### src/rtl/fpmul_pkg.sv
// Shared types and constants for the sequential single-precision multiplier.
// Special-operand classification is centralised here so controller and any future datapath agree.
package fpmul_pkg;

  localparam int EXP_W  = 8;
  localparam int FRAC_W = 23;
  localparam int BIAS   = 127;
  localparam int MANT_W = FRAC_W + 1;
  localparam int PROD_W = 2 * MANT_W;
  localparam int ITER   = MANT_W;

  localparam logic [31:0] QNAN    = 32'h7FC0_0000;
  localparam logic [31:0] INF_MAG = 32'h7F80_0000;

  typedef enum logic [2:0] {
    IDLE,
    UNPACK,
    MULT,
    NORM,
    ROUND,
    PACK,
    DONE
  } state_t;

  typedef enum logic [1:0] {
    SPC_NONE,
    SPC_NAN,
    SPC_INF,
    SPC_ZERO
  } spec_t;

  // Denormals count as zero because they are flushed before the multiply.
  function automatic spec_t classify(input logic [31:0] a, input logic [31:0] b);
    logic a_max, b_max, a_zero, b_zero, a_nan, b_nan, a_inf, b_inf;
    a_max  = &a[FRAC_W+EXP_W-1:FRAC_W];
    b_max  = &b[FRAC_W+EXP_W-1:FRAC_W];
    a_zero = ~|a[FRAC_W+EXP_W-1:FRAC_W];
    b_zero = ~|b[FRAC_W+EXP_W-1:FRAC_W];
    a_nan  = a_max & (|a[FRAC_W-1:0]);
    b_nan  = b_max & (|b[FRAC_W-1:0]);
    a_inf  = a_max & ~(|a[FRAC_W-1:0]);
    b_inf  = b_max & ~(|b[FRAC_W-1:0]);
    if (a_nan || b_nan || (a_inf && b_zero) || (b_inf && a_zero)) begin
      classify = SPC_NAN;
    end else if (a_inf || b_inf) begin
      classify = SPC_INF;
    end else if (a_zero || b_zero) begin
      classify = SPC_ZERO;
    end else begin
      classify = SPC_NONE;
    end
  endfunction

endpackage

### src/rtl/fpmul_seq_ctrl_if.sv
// Issue-side handshake bundle: start/operands in, busy/done/result/ovf back.
// Issue logic drives the master side; the multiplier presents the slave side.
interface fpmul_seq_ctrl_if;

  logic        start;
  logic [31:0] op_a;
  logic [31:0] op_b;
  logic        busy;
  logic        done;
  logic [31:0] result;
  logic        ovf;

  modport master (
    output start,
    output op_a,
    output op_b,
    input  busy,
    input  done,
    input  result,
    input  ovf
  );

  modport slave (
    input  start,
    input  op_a,
    input  op_b,
    output busy,
    output done,
    output result,
    output ovf
  );

endinterface

### src/rtl/fp_round_inc.sv
// Combinational fraction incrementer; carry-out flags a mantissa wrap that bumps the exponent.
// Zero latency, no flow control.
module fp_round_inc
  import fpmul_pkg::*;
#(
  parameter int W = FRAC_W
) (
  input  logic [W-1:0] i_frac,
  input  logic         i_inc,
  output logic [W-1:0] o_frac,
  output logic         o_carry
);

  assign {o_carry, o_frac} = {1'b0, i_frac} + {{W{1'b0}}, i_inc};

endmodule

### src/rtl/fpmul_seq_ctrl.sv
// Iterative FP32 multiplier: done 28 cycles after start (2 for special operands); start ignored unless IDLE.
// Define FPMUL_RNE_EN for round-to-nearest-even; otherwise exact ties truncate.
module fpmul_seq_ctrl
  import fpmul_pkg::*;
(
  input logic             clk,
  input logic             rst_n,
  fpmul_seq_ctrl_if.slave bus
);

  state_t                r_state;
  logic [4:0]            r_cnt;
  logic [31:0]           r_op_a;
  logic [31:0]           r_op_b;
  logic                  r_sign;
  spec_t                 r_spec;
  logic signed [9:0]     r_exp;
  logic [PROD_W-1:0]     r_mcand;
  logic [MANT_W-1:0]     r_mplier;
  logic [PROD_W-1:0]     r_acc;
  logic [FRAC_W-1:0]     r_frac;
  logic                  r_rbit;
  logic                  r_sbit;
  logic                  r_busy;
  logic                  r_done;
  logic [31:0]           r_result;
  logic                  r_ovf;

  logic [EXP_W-1:0]      w_ea;
  logic [EXP_W-1:0]      w_eb;
  logic [MANT_W-1:0]     w_ma;
  logic [MANT_W-1:0]     w_mb;
  logic signed [9:0]     w_exp_sum;
  spec_t                 w_spec;
  logic                  w_round_up;
  logic [FRAC_W-1:0]     w_frac_rnd;
  logic                  w_carry;

  assign w_ea      = r_op_a[FRAC_W+EXP_W-1:FRAC_W];
  assign w_eb      = r_op_b[FRAC_W+EXP_W-1:FRAC_W];
  assign w_ma      = {|w_ea, r_op_a[FRAC_W-1:0]};
  assign w_mb      = {|w_eb, r_op_b[FRAC_W-1:0]};
  assign w_exp_sum = $signed({2'b00, w_ea} + {2'b00, w_eb} - 10'(BIAS));
  assign w_spec    = classify(r_op_a, r_op_b);

`ifdef FPMUL_RNE_EN
  assign w_round_up = r_rbit & (r_sbit | r_frac[0]);
`else
  assign w_round_up = r_rbit & r_sbit;
`endif

  fp_round_inc #(.W(FRAC_W)) u_round_inc (
    .i_frac  (r_frac),
    .i_inc   (w_round_up),
    .o_frac  (w_frac_rnd),
    .o_carry (w_carry)
  );

  always_ff @(posedge clk or negedge rst_n) begin
    if (!rst_n) begin
      r_state  <= IDLE;
      r_cnt    <= '0;
      r_op_a   <= '0;
      r_op_b   <= '0;
      r_sign   <= 1'b0;
      r_spec   <= SPC_NONE;
      r_exp    <= '0;
      r_mcand  <= '0;
      r_mplier <= '0;
      r_acc    <= '0;
      r_frac   <= '0;
      r_rbit   <= 1'b0;
      r_sbit   <= 1'b0;
      r_busy   <= 1'b0;
      r_done   <= 1'b0;
      r_result <= '0;
      r_ovf    <= 1'b0;
    end else begin
      case (r_state)
        IDLE: begin
          if (bus.start) begin
            r_op_a  <= bus.op_a;
            r_op_b  <= bus.op_b;
            r_busy  <= 1'b1;
            r_state <= UNPACK;
          end
        end

        UNPACK: begin
          r_sign   <= r_op_a[31] ^ r_op_b[31];
          r_spec   <= w_spec;
          r_exp    <= w_exp_sum;
          r_mcand  <= {{(PROD_W-MANT_W){1'b0}}, w_ma};
          r_mplier <= w_mb;
          r_acc    <= '0;
          r_cnt    <= '0;
          r_state  <= (w_spec != SPC_NONE) ? PACK : MULT;
        end

        // LSB-first shift-add: multiplicand walks left as multiplier walks right.
        MULT: begin
          if (r_mplier[0]) begin
            r_acc <= r_acc + r_mcand;
          end
          r_mcand  <= r_mcand << 1;
          r_mplier <= r_mplier >> 1;
          if (r_cnt == 5'(ITER - 1)) begin
            r_cnt   <= '0;
            r_state <= NORM;
          end else begin
            r_cnt <= r_cnt + 5'd1;
          end
        end

        NORM: begin
          if (r_acc[PROD_W-1]) begin
            r_frac <= r_acc[PROD_W-2:PROD_W-1-FRAC_W];
            r_rbit <= r_acc[PROD_W-2-FRAC_W];
            r_sbit <= |r_acc[PROD_W-3-FRAC_W:0];
            r_exp  <= r_exp + 10'sd1;
          end else begin
            r_frac <= r_acc[PROD_W-3:PROD_W-2-FRAC_W];
            r_rbit <= r_acc[PROD_W-3-FRAC_W];
            r_sbit <= |r_acc[PROD_W-4-FRAC_W:0];
          end
          r_state <= ROUND;
        end

        ROUND: begin
          r_frac <= w_frac_rnd;
          if (w_carry) begin
            r_exp <= r_exp + 10'sd1;
          end
          r_state <= PACK;
        end

        PACK: begin
          case (r_spec)
            SPC_NAN: begin
              r_result <= QNAN;
              r_ovf    <= 1'b0;
            end
            SPC_INF: begin
              r_result <= {r_sign, INF_MAG[30:0]};
              r_ovf    <= 1'b1;
            end
            SPC_ZERO: begin
              r_result <= {r_sign, 31'd0};
              r_ovf    <= 1'b0;
            end
            default: begin
              if (r_exp >= 10'sd255) begin
                r_result <= {r_sign, INF_MAG[30:0]};
                r_ovf    <= 1'b1;
              end else if (r_exp <= 10'sd0) begin
                r_result <= {r_sign, 31'd0};
                r_ovf    <= 1'b0;
              end else begin
                r_result <= {r_sign, r_exp[EXP_W-1:0], r_frac};
                r_ovf    <= 1'b0;
              end
            end
          endcase
          r_done  <= 1'b1;
          r_busy  <= 1'b0;
          r_state <= DONE;
        end

        DONE: begin
          r_done  <= 1'b0;
          r_state <= IDLE;
        end

        default: begin
          r_busy  <= 1'b0;
          r_done  <= 1'b0;
          r_state <= IDLE;
        end
      endcase
    end
  end

  assign bus.busy   = r_busy;
  assign bus.done   = r_done;
  assign bus.result = r_result;
  assign bus.ovf    = r_ovf;

endmodule

### src/flat_wrapper.sv
// flat-port wrapper written by rule: the top's interface ports become plain ports
module fpmul_seq_ctrl_flat import fpmul_pkg::*;
  (clk, rst_n, bus_start, bus_op_a, bus_op_b, bus_busy, bus_done, bus_result, bus_ovf);
  fpmul_seq_ctrl_if bus_i ();
  input logic clk;
  input logic rst_n;
  input wire logic [$bits(bus_i.start)-1:0] bus_start;
  input wire logic [$bits(bus_i.op_a)-1:0] bus_op_a;
  input wire logic [$bits(bus_i.op_b)-1:0] bus_op_b;
  output wire logic [$bits(bus_i.busy)-1:0] bus_busy;
  output wire logic [$bits(bus_i.done)-1:0] bus_done;
  output wire logic [$bits(bus_i.result)-1:0] bus_result;
  output wire logic [$bits(bus_i.ovf)-1:0] bus_ovf;
  assign bus_i.start = bus_start;
  assign bus_i.op_a = bus_op_a;
  assign bus_i.op_b = bus_op_b;
  assign bus_busy = bus_i.busy;
  assign bus_done = bus_i.done;
  assign bus_result = bus_i.result;
  assign bus_ovf = bus_i.ovf;
  fpmul_seq_ctrl u_core (.clk(clk), .rst_n(rst_n), .bus(bus_i));
endmodule
### config.mk
export PLATFORM = sky130hd
export DESIGN_NAME = fpmul_seq_ctrl_flat
export DESIGN_NICKNAME = d
export VERILOG_FILES = /design/src/rtl/fpmul_pkg.sv /design/src/rtl/fpmul_seq_ctrl_if.sv /design/src/rtl/fp_round_inc.sv /design/src/rtl/fpmul_seq_ctrl.sv /design/src/flat_wrapper.sv
export SDC_FILE = /design/constraint.sdc
export NUM_CORES = 1
export LEC_CHECK = 0
export ABC_AREA = 1
export CORE_ASPECT_RATIO = 0.8
export CORE_MARGIN = 1
export CORE_UTILIZATION = 55
export CTS_CLUSTER_DIAMETER = 120
export DETAILED_ROUTE_END_ITERATION = 8
export GPL_TIMING_DRIVEN = 0
export HOLD_SLACK_MARGIN = 0.05
export PLACE_DENSITY = 0.83
export SLEW_MARGIN = 20
export SYNTH_ARGS = -nofsm -noshare
export SYNTH_HDL_FRONTEND = slang
export SYNTH_SLANG_ARGS = --single-unit
### constraint.sdc
create_clock -name clk -period 4.66 [get_ports clk]
set_input_delay 0.699 -clock clk [delete_from_list [all_inputs] [get_ports clk]]
set_output_delay 0.699 -clock clk [all_outputs]
set_load 0.03 [all_outputs]
# Word-level counts from Yosys, hierarchy flattened
# Index checks and enable logic that the tools add are counted.
# totals
ff_bits,265
out_inout_bits,35
elab_cells,107
# op_classes
n_addsub,6
n_lt_le_gt_ge,2
n_eq_ne,15
n_mux,28
bitwise,9
n_reduce_logical,30
# op_table
cell,n
$pmux W48 S2,2
$pmux W32 S3,1
$reduce_or A23 Y1,3
$mux W31,2
$add A48 B48 Y48,1
$mux W48,1
$pmux W24 S2,1
$pmux W23 S2,1
$pmux W10 S3,1
$add A23 B1 Y24,1
$mux W23,1
$reduce_or A22 Y1,1
$mux W10,2
$pmux W3 S6,1
$reduce_and A8 Y1,2
$reduce_or A8 Y1,2
$add A10 B2 Y10 const B,1
$ge A10 B9 Y1 const B,1
$le A10 B1 Y1 const B,1
$pmux W5 S2,1
$reduce_or A5 Y1,2
$sub A10 B7 Y10 const B,1
$add A8 B8 Y9,1
$eq A3 B3 Y1 const B,3
25 further kinds,56

# Longest topological paths before layout
# depth
depth_word,10
ltp_mapped,14
ltp_nobuf,14

# By module
# From an unflattened synthesis, not the netlist that was laid out.
# hier_totals
cells_unflattened,2363
area_unflattened_um2,16455.8
# modules_own_cells
module,instances,cells_per_inst,area_per_inst_um2,seq_area_each_um2
fpmul_seq_ctrl,1,2245,15773.9,6631.4
fp_round_inc,1,118,681.9,0.0

# Worst setup path after synthesis
# No wires, ideal clock.
# synth_timing
path_type,register to register
start,register u_core.r_op_b[23]
end,register u_core.r_exp[8]
arrival_time_ns,2.015
t_required_ns,4.543
slack_ns,2.528
stages_incl_launch_ff,13
path_buffers,0
path_cell_list,dfrtp_1 -> ha_1 -> fa_1 -> ha_1 -> inv_1 -> nor2_1 -> nand3_1 -> nor2_1 -> nand3_1 -> nand3_1 -> nand2_1 -> nor2_1 -> nor2_1
# synth_between
elab_chain_cells,3
# synth_rtl
item,line_no,source
start: declaration,fpmul_seq_ctrl.sv:14,logic [31:0] r_op_b;
start signal: assignment,fpmul_seq_ctrl.sv:83,r_op_b <= bus.op_b;
$add A8 B8 Y9,fpmul_seq_ctrl.sv:43,"assign w_exp_sum = $signed({2'b00, w_ea} + {2'b00, w_eb} - 10'(BIAS));"
$sub A10 B7 Y10,fpmul_seq_ctrl.sv:43,
$pmux W10 S3,fpmul_seq_ctrl.sv:79,case (r_state)
end signal: assignment,fpmul_seq_ctrl.sv:92,r_exp <= w_exp_sum;
end signal: assignment,fpmul_seq_ctrl.sv:120,r_exp <= r_exp + 10'sd1;
end signal: assignment,fpmul_seq_ctrl.sv:132,r_exp <= r_exp + 10'sd1;
end: declaration,fpmul_seq_ctrl.sv:17,logic signed [9:0] r_exp;
# No other way between the ends.
# A chain may end at the register's enable or synchronous reset.

# Final worst setup path
# layout_timing
start,register u_core.r_acc[0]
end,register u_core.r_acc[40]
# layout_between
elab_chain_cells,3
# layout_rtl
item,line_no,source
start: declaration,fpmul_seq_ctrl.sv:20,logic [PROD_W-1:0] r_acc;
start signal: assignment,fpmul_seq_ctrl.sv:103,r_acc <= r_acc + r_mcand;
$add A48 B48 Y48,fpmul_seq_ctrl.sv:103,
$mux W48,fpmul_seq_ctrl.sv:102,if (r_mplier[0]) begin
$pmux W48 S2,fpmul_seq_ctrl.sv:79,
# No other way between the ends. The select of a mux whose other input is x is not followed.

==> metrics.txt <==
status complete, no violations; drc violations 0; via count 15,933; multi-input logic area 8080 um^2; register bit total from synthesis 265; Yosys top cell by area dfrtp_1; GPL Wtd Cong slightly above 1; Setup TNS 0 ns; Area Overhead vs Synth 15.5%; final core area utilization 64.6%; Cell Area, Synth about 16,000 um^2; Yosys top cell area share 40.4%; register area share after synthesis 40.4%; H-Tree Depth 1; minimum clock period 2.60 ns; Hold Crit Class in2async; crit path DAT around 3.0 ns; Post-synth EDFFs 0; fill count 2,656; largest net degree at the start of global routing 104; RR Startpoint u_core.r_acc[0]; RSZ-0062 raised after global routing false; CP endpoint kind register; number of nets with antenna violations after routing 0; top post-synthesis cells by count 830 x nand2_1, 361 x inv_1, 265 x dfrtp_1, 175 x nor2_1, 116 x o21ai_0; layout cells sized above 1 4.65%; Post-CTS Resized 0; postcts setup bufs 0; Seq pwr share 33.0%; Yosys warning count 0; switch share 45.4%; Die Height 156 um; routed wire length roughly 47 mm; syn_nets 2,497; Clock Sinks 265; leakage power 9.73 nW; Distinct cells, synth 48; final setup fails 0; Core Box Area 29,300 um^2; Cell Rows between 50 and 60; CP required a little over 5 ns; DR iter-0 viols 1,488; period utilization 55.8%; first-pass GRT wire length 75.7 mm; clock buffer count from CTS 28; Initial Util 56.0%; vias in the first global route roughly 15,000; GRT Total Usage 31.2%; Pwr Density 627 nW/um^2; P_sw between 5 and 6 mW; Ports 102; Min Hold Slack 0.0580 ns; Synth Area per Inst 6.94 um^2; top cells by area, synth dfrtp_1 40%, nand2_1 19%, inv_1 8.3%, ha_1 5.0%, nor2_1 4.0%; R2R Setup Slk 2.06 ns; clock buffer depth 3; async set-or-reset flop fraction in the synthesized netlist 100%; # diodes 0; Worst R2R End u_core.r_acc[40]; dpl hpwl 36.0 mm; DRT Pass-1 Iters 5; Max-slew headroom 52.3%; Internal 6.49 mW; critical path type reg2reg; Setup Skew between 0.03 and 0.04 ns; Root Buffer clkbuf_16; vias per cell 5.50; Slew Limit Fails 0; Fmax 385 MHz; most common cell in the netlist nand2_1; clock power share 20.3%; final hold vios 0; CTS tree done; Max Cap Viol 0; GRT overflow 0; initial antenna violation count 0; die area 30,500 um^2; Die X 195 um; Port-buffer cells 101; Worst-Margin Slew 0.716 ns; FF+latch area roughly 6600 um^2; Layout Nets approximately 2,600; combinational share of power 46.7%; CP max FO 5; crit path launch type register; top_reg_cell synth dfrtp_1; Worst-path clk slew 0.07 ns; cts hold-fix bufs 0; clk_lat worst skew slightly below 0.6 ns; FF-to-FF path depth 12; Post-Syn Instances 2,363; maximum VDD drop 0.412 mV; drt wl/cell 16.2 um
flip-flops by register name, summed over array words and instances (netlist names), 2 cells and up:
name / count
u_core.r_mcand: 48
u_core.r_cnt: 5
u_core.r_op_a: 32
u_core.r_op_b: 32
u_core.r_spec: 2
u_core.r_mplier: 24
u_core.r_state: 3
u_core.r_exp: 10
u_core.r_acc: 48
u_core.r_frac: 23
u_core.bus.result: 32
cells in the final DEF, fill, tap and decap left out, types with 28 or more instances in the layout:
cell type	count
a21oi_1	80
clkbuf_16	28
clkbuf_1	34
nand4_1	33
o211ai_1	51
inv_1	361
nor2_1	175
o21ai_0	116
ha_1	65
nand3_1	115
nand2_1	830
o21ai_1	40
dfrtp_1	265
clkdlybuf4s50_1	100
how the worst max path moves through the flow:
| stage | slack [ns] | startpoint | depth (start not counted) | endpoint |
|---|---|---|---|---|
| 3_5_place_dp | 1.89 | bus_start | 6 | u_core.r_op_b[21] |
| 3_3_place_gp | -8.32 | rst_n | 1 | u_core.r_op_b[7] |
| 4_1_cts | 2.11 | u_core.r_acc[0] | 12 | u_core.r_acc[40] |
| 6_report | 2.06 | u_core.r_acc[0] | 12 | u_core.r_acc[40] |
| 5_1_grt | 1.92 | u_core.r_acc[0] | 12 | u_core.r_acc[40] |
| 2_1_floorplan | 2.53 | u_core.r_op_b[23] | 12 | u_core.r_exp[8] |
cell families (layout without fill, tap and decap cells):
group,after synthesis,count (layout),share of synthesized area [%]
xor gates and xnor gates,17,17,0.908
AOI/OAI and AO/OA,356,356,12.6
buffers and inverters,437,592,10.3
DFF,265,265,40.4
adders and majority gates,67,67,5.20
and+or+nand+nor,1221,1221,30.5
power by group through the flow:
stage,Sequential (mW),Clock (mW),Combinational [mW]
2_1_floorplan,3.95,0,3.64
3_3_place_gp,3.90,0,5.26
3_5_place_dp,3.92,0,5.43
4_1_cts,3.89,2.43,5.48
5_1_grt,4.02,2.52,6.21
6_report,3.92,2.42,5.54
area by class of cell:
cell class                      instances  area share [%]
Timing Repair Buffer                  103            5.66
Sequential cell                       265            35.0
Buffer                                 65            1.53
Clock inverter                         17            1.10
Inverter                              372            7.38
Clock buffer                           35            4.16
Multi-Input combinational cell       1661            42.7
Tap cell                              377            2.49
layer usage:
layer,part of all wire [%],track usage (%),wire length [um],vias up
met5,0,0,0,-
met4,2.9,9.15,1360,0
met3,7.4,5.43,3460,82
met2,44,49.3,20500,594
met1,46,43.9,21700,7450
li1,-,-,-,7807
worst max-delay path: stages, from the launching register on:
cell and delay, ns:
dfrtp_1 0.43, ha_1 0.26, fa_1 0.45, nand2_1 0.11, nand3_1 0.09, nand3_1 0.10, nand2_1 0.15, nand2_1 0.09
nand3_1 0.26, nand2_1 0.22, nand3b_1 0.09, nand3_1 0.13, nand2_1 0.06
through the flow:
stage	setup WS [ns]	area, um^2	cells	power [mW]
6_report	2.06	18900	2895	11.9
3_3_place_gp	-8.32	17900	2841	9.15
5_1_grt	1.92	18900	2895	12.7
4_1_cts	2.11	18900	2895	11.8
2_1_floorplan	2.53	16400	2363	7.59
3_5_place_dp	1.89	17900	2843	9.36
(Power assumes the default switching activity.)
